**src/rtl/qspi_cmd_pkg.sv**
```systemverilog
// Shared types and constants for the QSPI command/transaction engine.
package qspi_cmd_pkg;

  typedef enum logic [2:0] {
    ST_IDLE,
    ST_CMD,
    ST_ADDR,
    ST_WDATA,
    ST_RDATA
  } parse_state_t;

  localparam int         CMD_READ_BIT = 0;
  localparam int         ADDR_BYTES   = 3;
  localparam logic [7:0] IDLE_BYTE    = 8'hFF;

  function automatic logic is_last_addr_byte(input logic [1:0] cnt);
    return cnt == 2'(ADDR_BYTES - 1);
  endfunction

endpackage

```
**src/rtl/qspi_cmd_fifo.sv**
```systemverilog
// First-word-fall-through synchronous FIFO; push and pop in one cycle are both honored.
module sync_fifo #(
  parameter int WIDTH = 8,
  parameter int DEPTH = 4
) (
  input  logic                       clk,
  input  logic                       reset,
  input  logic                       flush,
  input  logic                       push,
  input  logic [WIDTH-1:0]           wdata,
  input  logic                       pop,
  output logic [WIDTH-1:0]           rdata,
  output logic                       full,
  output logic                       empty,
  output logic [$clog2(DEPTH):0]     count
);
  localparam int AW = $clog2(DEPTH);
  localparam int CW = $clog2(DEPTH) + 1;

  logic [WIDTH-1:0] mem [DEPTH];
  logic [AW-1:0]    wr_ptr;
  logic [AW-1:0]    rd_ptr;
  logic [CW-1:0]    cnt;
  logic             do_push;
  logic             do_pop;

  assign do_pop  = pop && !empty;
  assign do_push = push && (!full || do_pop);

  always_ff @(posedge clk) begin
    if (reset || flush) begin
      wr_ptr <= '0;
      rd_ptr <= '0;
      cnt    <= '0;
    end else begin
      if (do_push) wr_ptr <= wr_ptr + AW'(1);
      if (do_pop)  rd_ptr <= rd_ptr + AW'(1);
      case ({do_push, do_pop})
        2'b10:   cnt <= cnt + CW'(1);
        2'b01:   cnt <= cnt - CW'(1);
        default: cnt <= cnt;
      endcase
    end
  end

  // Storage needs no reset: entries are only read when count says they are valid.
  always_ff @(posedge clk) begin
    if (do_push && !flush && !reset) mem[wr_ptr] <= wdata;
  end

  assign rdata = mem[rd_ptr];
  assign full  = (cnt == CW'(DEPTH));
  assign empty = (cnt == '0);
  assign count = cnt;

endmodule

```
**src/rtl/qspi_cmd.sv**
```systemverilog
// Command/transaction engine: parses cmd + 24-bit address from the QSPI byte stream,
// posts writes to a byte-wide memory port and prefetches read bytes for the transmitter.
module qspi_cmd
  import qspi_cmd_pkg::*;
#(
  parameter int ADDR_W      = 24,
  parameter int WFIFO_DEPTH = 4,
  parameter int RFIFO_DEPTH = 2
) (
  input  logic              clk,
  input  logic              reset,
  input  logic              start,
  input  logic [7:0]        rd_data,
  input  logic              rd_valid,
  output logic [7:0]        wr_data,
  input  logic              wr_valid,
  output logic              mem_req,
  output logic              mem_we,
  output logic [ADDR_W-1:0] mem_addr,
  output logic [7:0]        mem_wdata,
  input  logic              mem_ack,
  input  logic [7:0]        mem_rdata,
  output logic              busy,
  output logic              err_underrun,
  output logic              err_overflow
);
  localparam int WFW = ADDR_W + 8;
  localparam int WCW = $clog2(WFIFO_DEPTH) + 1;
  localparam int RCW = $clog2(RFIFO_DEPTH) + 1;

  parse_state_t      state;
  parse_state_t      state_next;
  logic              cmd_write;
  logic [1:0]        byte_cnt;
  logic [ADDR_W-1:0] addr_cnt;
  logic              cmd_byte;
  logic              addr_byte;
  logic              wdata_byte;
  logic              fetch_phase;

  logic              wfifo_push;
  logic              wfifo_pop;
  logic              wfifo_full;
  logic              wfifo_empty;
  logic [WFW-1:0]    wfifo_head;
  logic [WCW-1:0]    wfifo_count;
  logic              rfifo_push;
  logic              rfifo_pop;
  logic              rfifo_full;
  logic              rfifo_empty;
  logic [7:0]        rfifo_head;
  logic [RCW-1:0]    rfifo_count;

  logic              rd_discard;
  logic              read_inflight;
  logic              fetch_room;
  logic              write_issue;
  logic              read_issue;
  logic              read_ack;

  // ---------------- parser FSM ----------------
  always_ff @(posedge clk) begin
    if (reset) state <= ST_IDLE;
    else       state <= state_next;
  end

  always_comb begin
    state_next = state;
    if (start) begin
      state_next = ST_CMD;
    end else begin
      case (state)
        ST_CMD:  if (rd_valid) state_next = ST_ADDR;
        ST_ADDR: if (rd_valid && is_last_addr_byte(byte_cnt))
                   state_next = cmd_write ? ST_WDATA : ST_RDATA;
        default: state_next = state;
      endcase
    end
  end

  always_comb begin
    cmd_byte    = (state == ST_CMD)   && rd_valid && !start;
    addr_byte   = (state == ST_ADDR)  && rd_valid && !start;
    wdata_byte  = (state == ST_WDATA) && rd_valid && !start;
    fetch_phase = (state == ST_RDATA) && !start;
  end

  // Address counter: loaded MSB first, then advances per write byte or issued read.
  always_ff @(posedge clk) begin
    if (reset) begin
      cmd_write <= 1'b0;
      byte_cnt  <= 2'd0;
      addr_cnt  <= '0;
    end else if (start) begin
      byte_cnt  <= 2'd0;
      addr_cnt  <= '0;
    end else begin
      if (cmd_byte) cmd_write <= rd_data[CMD_READ_BIT];
      if (addr_byte) begin
        addr_cnt <= {addr_cnt[ADDR_W-9:0], rd_data};
        byte_cnt <= byte_cnt + 2'd1;
      end
      if (wdata_byte || read_issue) addr_cnt <= addr_cnt + ADDR_W'(1);
    end
  end

  // ---------------- FIFOs ----------------
  assign wfifo_push = wdata_byte && !wfifo_full;
  assign wfifo_pop  = mem_req && mem_we && mem_ack;

  sync_fifo #(.WIDTH(WFW), .DEPTH(WFIFO_DEPTH)) u_wfifo (
    .clk   (clk),
    .reset (reset),
    .flush (1'b0),
    .push  (wfifo_push),
    .wdata ({addr_cnt, rd_data}),
    .pop   (wfifo_pop),
    .rdata (wfifo_head),
    .full  (wfifo_full),
    .empty (wfifo_empty),
    .count (wfifo_count)
  );

  assign read_ack   = mem_req && !mem_we && mem_ack;
  assign rfifo_push = read_ack && !rd_discard && !start && !rfifo_full;
  assign rfifo_pop  = wr_valid && !rfifo_empty;

  sync_fifo #(.WIDTH(8), .DEPTH(RFIFO_DEPTH)) u_rfifo (
    .clk   (clk),
    .reset (reset),
    .flush (start),
    .push  (rfifo_push),
    .wdata (mem_rdata),
    .pop   (rfifo_pop),
    .rdata (rfifo_head),
    .full  (rfifo_full),
    .empty (rfifo_empty),
    .count (rfifo_count)
  );

  // ---------------- memory port ----------------
  // Handshake: mem_req rises with mem_we/mem_addr/mem_wdata and all four hold until
  // the cycle mem_ack is seen high; mem_req then drops for at least one cycle.
  assign read_inflight = mem_req && !mem_we;
  assign fetch_room    = (int'(rfifo_count) + int'(read_inflight)) < RFIFO_DEPTH;
  assign write_issue   = !mem_req && !wfifo_empty;
  assign read_issue    = !mem_req && wfifo_empty && fetch_phase && fetch_room;

  always_ff @(posedge clk) begin
    if (reset) begin
      mem_req    <= 1'b0;
      mem_we     <= 1'b0;
      mem_addr   <= '0;
      mem_wdata  <= 8'd0;
      rd_discard <= 1'b0;
    end else if (mem_req) begin
      if (mem_ack) begin
        mem_req    <= 1'b0;
        rd_discard <= 1'b0;
      end else if (start && !mem_we) begin
        rd_discard <= 1'b1;
      end
    end else if (write_issue) begin
      mem_req   <= 1'b1;
      mem_we    <= 1'b1;
      mem_addr  <= wfifo_head[WFW-1:8];
      mem_wdata <= wfifo_head[7:0];
    end else if (read_issue) begin
      mem_req  <= 1'b1;
      mem_we   <= 1'b0;
      mem_addr <= addr_cnt;
    end
  end

  // ---------------- status ----------------
  always_ff @(posedge clk) begin
    if (reset) begin
      err_underrun <= 1'b0;
      err_overflow <= 1'b0;
    end else begin
      if (wr_valid && rfifo_empty && state == ST_RDATA) err_underrun <= 1'b1;
      if (wdata_byte && wfifo_full)                     err_overflow <= 1'b1;
    end
  end

  assign wr_data = rfifo_empty ? IDLE_BYTE : rfifo_head;
  assign busy    = (state != ST_IDLE) || (wfifo_count != '0) || !rfifo_empty || mem_req;

endmodule

```
**config.mk**
```make
export PLATFORM = sky130hd
export DESIGN_NAME = qspi_cmd
export DESIGN_NICKNAME = d
export VERILOG_FILES = /design/src/rtl/qspi_cmd_pkg.sv /design/src/rtl/qspi_cmd_fifo.sv /design/src/rtl/qspi_cmd.sv
export SDC_FILE = /design/constraint.sdc
export NUM_CORES = 1
export LEC_CHECK = 0
export BUFFER_PORTS_ARGS = -buffer_cell sky130_fd_sc_hd__buf_4
export CAP_MARGIN = 20
export CORE_ASPECT_RATIO = 0.6
export CORE_UTILIZATION = 54
export DETAILED_ROUTE_END_ITERATION = 7
export PLACE_DENSITY = 0.85
export SLEW_MARGIN = 10
export SYNTH_ARGS = -nofsm -noshare
export SYNTH_HDL_FRONTEND = slang
export SYNTH_SLANG_ARGS = --single-unit
```
**constraint.sdc**
```tcl
create_clock -name clk -period 3.05 [get_ports clk]
set_input_delay 0.305 -clock clk [delete_from_list [all_inputs] [get_ports clk]]
set_output_delay 0.305 -clock clk [all_outputs]
set_load 0.005 [all_outputs]
```
==> impl_metrics.json, run 1 <==
{
  "status": "completed",
  "synth-async-reset-ratio": 0,
  "end_kind": "flop",
  "drt_wl_total_mm": 21.0,
  "top_layer": "met4",
  "num_antenna_cells": 0,
  "finalCriticalPeriod_ns": 2.62,
  "place_area_sq_mm": 0.00991,
  "core-area_sq_mm": 0.0164,
  "synthMostInstantiatedCell": "edfxtp_1",
  "max_cap_violations": 0,
  "worst_pin_slew_ns": 0.791,
  "cts_buffers": 20,
  "grt_pass1_vias": 5876,
  "io_pins": 67,
  "core.rowCount": 36,
  "yosys.area.top_type_share": 0.473,
  "grt_first_pass_wirelength_mm": 32.6,
  "ctsHoldBuffers": 8,
  "path_class": "reg -> reg",
  "yosysSeqAreaShare": 0.651,
  "finalMaxSlewViolations": 0,
  "ys_warn_count": 0,
  "synth_area_leader_cell": "edfxtp_1",
  "start_util": 0.557,
  "path_clk_slew_ns": 0.07,
  "place.gp.congestion": 0.875,
  "met3_length_mm": 1.93,
  "setup_tns_ns": 0,
  "portBuffers": 66,
  "postSynthAreaPerCell_sq_um": 13.1,
  "clock_latency_ns": 0.50,
  "die_area_sq_mm": 0.0175,
  "maxSlewHeadroom": 0.470,
  "cp.buffers_inverters": 2,
  "die_h_um": 103,
  "slowest_stage": "dfxtp_1",
  "fin_area_sq_mm": 0.0107,
  "setup_ws_ns": 0.430,
  "drive_above_1_share": 0.215,
  "die_w_um": 170,
  "vias": 6164,
  "clock-sinks": 225,
  "cts_max_level": 1,
  "fmaxAchievable_mhz": 382,
  "hold_violations": 0,
  "ys.flop_type": "edfxtp_1",
  "cp-start-kind": "flop",
  "rsz0062_at_grt": "no",
  "critPathRequiredTime_ns": 3.47,
  "antenna_found_initial": 0,
  "vias_per_cell": 6.11,
  "ir_worst_vdd_uv": 615,
  "synth_commonest_cells": "edfxtp_1 (144), nand2_1 (110), dfxtp_1 (81)",
  "met2WireLength_mm": 9.52,
  "synth_area_leaders": "edfxtp_1 (47%), dfxtp_1 (18%), mux4_2 (7.9%), nand2_1 (4.5%), a311oi_1 (2.4%)",
  "routedWlPerCell_um": 20.8,
  "cts_tree": "built",
  "path_max_fanout": 7,
  "holdWs_ns": 0.0268,
  "clock_path_buffers": 3,
  "ant_nets": 0,
  "synthCells": 696,
  "grt.total_usage": 0.247,
  "place_ws_ns": 0.400,
  "postCtsSetupBuffers": 0,
  "fin_total_pwr_mw": 6.03,
  "p_per_area_mw_per_mm2": 562,
  "report.final.setup_viol": 0,
  "leakagePower_nw": 3.48,
  "synth_area_sq_mm": 0.00914,
  "synth.distinct_cells": 61,
  "wl_met1_mm": 9.27,
  "area_growth_pct": 17.3,
  "crit_family": "simple AND/OR/NAND/NOR gates",
  "syn-num-nets": 727,
  "nNetsFinal": 798,
  "clk_root_buffer_cell": "clkbuf_16",
  "place_hpwl_mm": 13.7,
  "path_cells": "nor3b_2 > nand3_1 > a21oi_1 > inv_1 > ha_1 > inv_1 > fa_1 > xor2_1 > or3_1 > a21oi_1",
  "overflow": 0,
  "grt_start_max_net_pins": 53,
  "first_pass_iters": 6,
  "synth_edf_count": 144,
  "drc_errors": 0,
  "hp-class": "in -> reg",
  "finalCritPeriodShare": 0.859,
  "synth-seq-cells": 225,
  "drt-initial-drc-count": 682,
  "cp.arrival_ns": 3.04,
  "max_stage_delay_ns": 0.36,
  "cts.repair.resized": 0,
  "fin_skew_ns": 0.0137
}
area by class of cell:
type / count / area [sq um]
timing repair buffer: 93 / 743
sequential: 225 / 5950
tap: 228 / 285
clock buffer: 28 / 633
fill: 1165 / 5670
inverter: 16 / 60.1
clock inverter: 8 / 96.3
multi-input combinational: 411 / 2960
where the power goes:
part	switching [mW]	leakage [nW]	total [mW]	internal (mW)
Clock	1.09	0.362	2.71	1.62
Combinational	0.0531	1.15	0.0904	0.0372
Sequential	0.00589	1.97	3.22	3.21
cell families (layout without fill, tap and decap cells):
group,count (synthesis),after routing,synth area share
multiplexers,42,42,0.0900
flip-flops,225,225,0.651
AO/OA/AOI/OAI,116,116,0.0908
AND/OR/NAND/NOR,235,235,0.121
adder cells (fa/ha/maj),9,9,0.0131
buffers and inverters,60,145,0.0261
XOR/XNOR,9,9,0.00862
state kept, by name, indices dropped and copies added (netlist names), 2 cells and up, named ones only:
name	cells
u_wfifo.rd_ptr	2
mem_addr	24
u_wfifo.wr_ptr	2
addr_cnt	24
u_wfifo.count	3
u_wfifo.mem	128
state	3
mem_wdata	8
u_rfifo.count	2
u_rfifo.mem	16
byte_cnt	2
layout by cell type, fill, tap and decap left out, types with 5 or more instances in the layout:
cell           count
a21oi_1           27
a311oi_1          25
a31oi_1           13
and2_1             7
buf_4             83
clkbuf_16         22
clkbuf_8           6
dfxtp_1           80
dlygate4sd3_1      8
edfxtp_1         144
ha_1               8
inv_1             16
mux2i_1            9
mux4_2            32
nand2_1          110
nand3_1            8
nand4_1            5
nor2_1            55
nor3_1             6
o211ai_1           8
o21ai_0            7
or2_2              5
or3_1              8
xor2_1             5
metal layers:
layer,up-vias,GRT usage
li1,2776,-
met1,3042,0.376
met2,314,0.379
met3,32,0.0411
met4,0,0.0485
met5,-,0
final timing paths:
| path | slack (ns) | start | cells past startpoint | endpoint |
|---|---|---|---|---|
| hold / removal | 0.03 | rd_data[3] | 1 | u_wfifo.mem[1][3] |
| setup / recovery | 0.43 | state[2] | 10 | u_wfifo.count[2] |
| hold reg to reg | 0.46 | mem_wdata[0] | 2 | mem_wdata[0] |
| setup reg to reg | 0.43 | state[2] | 10 | u_wfifo.count[2] |
metrics by stage:
step	cells	utilization
6_report	1009	0.654
5_1_grt	1009	0.654
4_1_cts	1009	0.654
3_5_place_dp	965	0.605
3_3_place_gp	965	0.605
2_1_floorplan	696	-
No activity file was read; power rests on OpenSTA's default activity.
==> run 2, diff against run 1 <==
Settings changed: BUFFER_PORTS_ARGS -buffer_cell sky130_fd_sc_hd__buf_4 to -buffer_cell sky130_fd_sc_hd__buf_2.
==> impl_metrics.json, run 2 (synthesized netlist as in run 1, its figures left out) <==
{
  "cts_max_level": 1,
  "fin_skew_ns": 0.00837,
  "routedWlPerCell_um": 21.1,
  "largest_reg_flops": 128,
  "use_met1": 0.379,
  "drc_errors": 0,
  "pwr-share-clk": 0.436,
  "grt.total_usage": 0.251,
  "power_frac_comb": 0.013,
  "holdWs_ns": 0.0104,
  "finalCritPeriodShare": 0.837,
  "finalMaxSlewViolations": 0,
  "overflow": 0,
  "path_max_fanout": 7,
  "finalCriticalPeriod_ns": 2.55,
  "cp.arrival_ns": 2.97,
  "place_hpwl_mm": 13.0,
  "setup_tns_ns": 0,
  "clk_root_buffer_cell": "clkbuf_16",
  "report.final.setup_viol": 0,
  "num_antenna_cells": 0,
  "cts_buffers": 20,
  "first_pass_iters": 5,
  "fmaxAchievable_mhz": 392,
  "worst_pin_slew_ns": 0.734,
  "core.rowCount": 36,
  "top_regs": "u_wfifo.mem x128, addr_cnt x24, mem_addr x24",
  "vias": 6156,
  "die_h_um": 103,
  "grt.met2_usage": 0.371,
  "die_area_sq_mm": 0.0175,
  "die_w_um": 170,
  "swShare": 0.195,
  "hold_violations": 0,
  "grt_start_max_net_pins": 33,
  "portBuffers": 66,
  "grtUsageMet3": 0.0472,
  "p_switching_mw": 1.14,
  "path_class": "reg -> reg",
  "layout_commonest_cell": "edfxtp_1",
  "rsz0062_at_grt": "no",
  "maxSlewHeadroom": 0.508,
  "regMostFlops": "u_wfifo.mem",
  "area_growth_pct": 14.4,
  "hp-start": "mem_rdata[6]",
  "critPathLaunch": "state[2]",
  "intPower_mw": 4.71,
  "start_util": 0.557,
  "fill_cells": 1219,
  "slowest_stage": "dfxtp_1",
  "end_kind": "flop",
  "path_cells": "nor3b_2 > nand3_1 > a21oi_1 > inv_1 > ha_1 > inv_1 > fa_1 > xor2_1 > or3_1 > a21oi_1",
  "postCtsSetupBuffers": 0,
  "place.gp.congestion": 0.852,
  "gr-max-usage-layer": "met1",
  "cp-start-kind": "flop",
  "drt_wl_total_mm": 21.2,
  "nNetsFinal": 793,
  "fin_util": 0.638,
  "io_pins": 67,
  "reg2reg_from": "state[2]",
  "clock_path_buffers": 3,
  "drt-initial-drc-count": 669,
  "p_per_area_mw_per_mm2": 559,
  "vias_per_cell": 6.13,
  "final_cell_mix": "edfxtp_1 (144), nand2_1 (110), dfxtp_1 (80)",
  "path_clk_slew_ns": 0.07,
  "hp-class": "in -> reg",
  "status": "completed",
  "antenna_found_initial": 0,
  "grt_first_pass_wirelength_mm": 33.0,
  "leakagePower_nw": 3.40,
  "clock-sinks": 225,
  "critPathRequiredTime_ns": 3.47,
  "clock_latency_ns": 0.49,
  "core-area_sq_mm": 0.0164,
  "p_seq_frac": 0.551,
  "grt_pass1_vias": 5869,
  "cts_tree": "built",
  "ant_nets": 0,
  "ir_worst_vdd_uv": 334,
  "max_stage_delay_ns": 0.36,
  "crit_family": "simple AND/OR/NAND/NOR gates",
  "max_cap_violations": 0,
  "drive_above_1_share": 0.209,
  "cp.buffers_inverters": 2
}
==> run 2: cell types whose count changed in the layout (fill, tap and decap cells not counted), sizes merged <==
cell and delta:
bufinv -1, clkinvlp -1, clkbuf +2, dlygate4sd3 -4
buf -1
==> run 2: worst paths after layout <==
check	end	slack [ns]	depth (start not counted)
hold reg to reg	mem_wdata[5]	0.46	2
hold / removal	u_rfifo.mem[1][6]	0.01	1
setup / recovery	u_wfifo.count[2]	0.50	10
setup reg to reg	u_wfifo.count[2]	0.50	10
==> run 2: final cells by class <==
type | instances | area [sq um] | area share
inverter | 16 | 60.1 | 0.00574
clock buffer | 30 | 609 | 0.0583
sequential | 225 | 5950 | 0.569
multi-input combinational | 411 | 2960 | 0.283
tap | 228 | 285 | 0.0273
timing repair buffer | 88 | 541 | 0.0517
clock inverter | 6 | 53.8 | 0.00515
==> run 2: power groups by stage <==
stage / registers, mW / logic, mW / clock network [mW]
6_report: 3.22 / 0.0772 / 2.55
5_1_grt: 3.22 / 0.0831 / 2.69
4_1_cts: 3.22 / 0.0757 / 2.57
3_5_place_dp: 3.29 / 0.0704 / 0
3_3_place_gp: 3.29 / 0.0691 / 0
2_1_floorplan: 3.28 / 0.0363 / 0
==> run 2: metal layers <==
layer | wire [um] | up-vias
met5 | 0 | -
met4 | 552 | 0
met3 | 1940 | 51
met2 | 9220 | 337
met1 | 9510 | 3014
li1 | - | 2754
==> run 2: worst reg2reg max path, delay by kind of cell (launching register included) <==
kind,cells,cell delay (ns)
AND/OR/NAND/NOR,3,0.94
XOR/XNOR,1,0.08
adder cells (fa/ha/maj),2,0.42
AO/OA/AOI/OAI,2,0.47
flip-flops,1,0.36
buffers and inverters,2,0.22
==> run 2: stage by stage <==
stage	cells	worst slack, ns	power [mW]	cell area (sq um)
floorplan	696	0.420	3.32	9140
global placement	963	0.609	3.36	9750
detailed placement	964	0.498	3.36	9750
CTS	1004	0.541	5.87	10500
global route	1004	0.321	5.99	10500
finish	1004	0.498	5.85	10500
==> run 2: what timing repair did <==
| item | in CTS | in global routing |
|---|---|---|
| endpoints found under the hold margin | 8 | 0 |
| gates resized for setup | 0 | 0 |
| hold buffers | 4 | 0 |
==> run 3, diff against run 2 <==
Settings changed: ABC_AREA from default to 1, PLACE_DENSITY 0.85 to 0.87.
Clock period 3.05 ns to 2.2 ns, I/O delays scaled along.
==> impl_metrics.json, run 3 <==
{
  "status": "completed",
  "drc_errors": 0,
  "synth_area_sq_mm": 0.00954,
  "path_cells": "inv_1 > nand2_2 > inv_1 > nor4_4 > ha_1 > inv_1 > fa_1 > a21oi_1 > o21ai_1 > o21ai_1 > a21oi_1",
  "start_util": 0.554,
  "setup_tns_ns": 0,
  "fin_skew_ns": 0.0106,
  "regArea_sq_mm": 0.00595,
  "slowest_stage": "fa_1",
  "maxSlewHeadroom": 0.491,
  "portBuffers": 66,
  "worst_pin_slew_ns": 0.757,
  "die_w_um": 174,
  "synth-async-reset-ratio": 0,
  "synthMostInstantiatedCell": "nand2_1",
  "ir_worst_vdd_uv": 510,
  "holdWs_ns": 0.0327,
  "dpl.cell_count": 1282,
  "nNetsFinal": 1119,
  "first_pass_iters": 6,
  "core-area_sq_mm": 0.0172,
  "synth.distinct_cells": 38,
  "core.rowCount": 37,
  "top_regs": "u_wfifo.mem x128, addr_cnt x24, mem_addr x24",
  "cts_max_level": 1,
  "p_per_area_mw_per_mm2": 732,
  "fill_cells": 1314,
  "regMostFlops": "u_wfifo.mem",
  "hp-class": "in -> reg",
  "antenna_found_initial": 0,
  "fin_util": 0.647,
  "clock_path_buffers": 3,
  "synthCells": 994,
  "final_cell_mix": "nand2_1 (182), nor2_1 (148), edfxtp_1 (144)",
  "multi_input_area_sq_mm": 0.00319,
  "critPathRequiredTime_ns": 2.60,
  "yosys.area.top_type_share": 0.453,
  "area_growth_pct": 16.8,
  "finalCritPeriodShare": 0.943,
  "cp-start-kind": "flop",
  "finalCriticalPeriod_ns": 2.07,
  "max_cap_violations": 0,
  "path_class": "reg -> reg",
  "grt_pass1_vias": 6997,
  "die_h_um": 105,
  "wl_met1_mm": 10.4,
  "leakagePower_nw": 3.80,
  "overflow": 0,
  "fmaxAchievable_mhz": 482,
  "ant_nets": 0,
  "path_clk_slew_ns": 0.07,
  "met2WireLength_mm": 10.4,
  "die_area_sq_mm": 0.0182,
  "cp.arrival_ns": 2.47,
  "end_kind": "flop",
  "grt_first_pass_wirelength_mm": 37.5,
  "grt_start_max_net_pins": 65,
  "grt.total_usage": 0.264,
  "postSynthAreaPerCell_sq_um": 9.60,
  "synth_area_leaders": "edfxtp_1 (45%), dfxtp_1 (17%), nand2_1 (7.2%), nor2_1 (6.0%), o21ai_0 (5.8%)",
  "synth_commonest_cells": "nand2_1 (184), nor2_1 (152), edfxtp_1 (144)",
  "io_pins": 67,
  "top_layer": "met4",
  "report.final.setup_viol": 0,
  "max_stage_delay_ns": 0.40,
  "synth-seq-cells": 225,
  "synth_area_leader_cell": "edfxtp_1",
  "ys.flop_type": "edfxtp_1",
  "stdcell_count": 1337,
  "drt-initial-drc-count": 1051,
  "place_hpwl_mm": 15.3,
  "clock_latency_ns": 0.51,
  "hold_violations": 0,
  "vias_per_cell": 5.78,
  "vias": 7729,
  "yosysSeqAreaShare": 0.623,
  "cts_buffers": 21,
  "met3_length_mm": 2.87,
  "ys_warn_count": 0,
  "clock-sinks": 225,
  "cpMostUsedCell": "inv_1",
  "largest_reg_flops": 128,
  "fin_total_pwr_mw": 8.15,
  "finalMaxSlewViolations": 0,
  "place.gp.congestion": 0.952,
  "drt_wl_total_mm": 24.3,
  "clk_root_buffer_cell": "clkbuf_16",
  "synth_edf_count": 144,
  "cts_tree": "built",
  "num_antenna_cells": 0,
  "drive_above_1_share": 0.142,
  "layout_commonest_cell": "nand2_1",
  "path_max_fanout": 3,
  "routedWlPerCell_um": 18.1,
  "syn-num-nets": 1025
}
run 3: timing repair:
item	CTS	global route
pin swaps	0	1
hold endpoints to repair	45	0
endpoints found under the setup margin	1	1
buffers inserted	0	1
resized for setup	1	7
hold buffers	16	0
run 3: final cells by class:
cell class	instances	share of cell area
Sequential cell	225	0.534
Multi-Input combinational cell	660	0.286
Timing Repair Buffer	119	0.0768
Clock buffer	31	0.0506
Tap cell	234	0.0263
Inverter	61	0.0206
Clock inverter	7	0.00551
run 3: per-stage QoR:
stage	setup WS, ns	area (sq um)
2_1_floorplan	-0.0904	9550
3_3_place_gp	0.100	10300
3_5_place_dp	0.00502	10300
4_1_cts	0.0728	11100
5_1_grt	-0.00863	11100
6_report	0.126	11100
run 3: power breakdown:
part,internal [mW],total (mW),switching [mW]
registers,4.48,4.49,0.0167
clock network,1.90,3.45,1.55
logic,0.0846,0.212,0.127
total,6.46,8.15,1.69
run 3: final timing paths:
path / slack (ns) / depth (start not counted) / end / start
setup / recovery: 0.13 / 11 / u_wfifo.count[2] / u_wfifo.count[2]
hold / removal: 0.03 / 1 / u_wfifo.mem[3][0] / rd_data[0]
hold reg to reg: 0.47 / 1 / u_rfifo.rd_ptr / u_rfifo.rd_ptr
setup reg to reg: 0.13 / 11 / u_wfifo.count[2] / u_wfifo.count[2]
run 3: worst max-delay path, delay by kind of cell (launching register included):
kind / cells / cell delay, ns
flops: 1 / 0.35
fa+ha+maj: 2 / 0.60
simple gates: 2 / 0.35
buf+inv: 3 / 0.23
compound gates: 4 / 0.43
run 3: cell families (layout without fill, tap and decap cells):
| logic type | count (synthesis) | in the layout | synth area share |
|---|---|---|---|
| adders and majority gates | 9 | 9 | 0.0126 |
| AOI/OAI and AO/OA | 240 | 240 | 0.135 |
| buffers and inverters | 109 | 218 | 0.0474 |
| xor gates and xnor gates | 11 | 11 | 0.0101 |
| DFF | 225 | 225 | 0.623 |
| and+or+nand+nor | 400 | 400 | 0.171 |
run 3: layer usage:
metal	GRT usage	up-vias
met3	0.0691	49
met1	0.388	3639
met5	0	-
met4	0.0708	0
met2	0.386	446
li1	-	3595
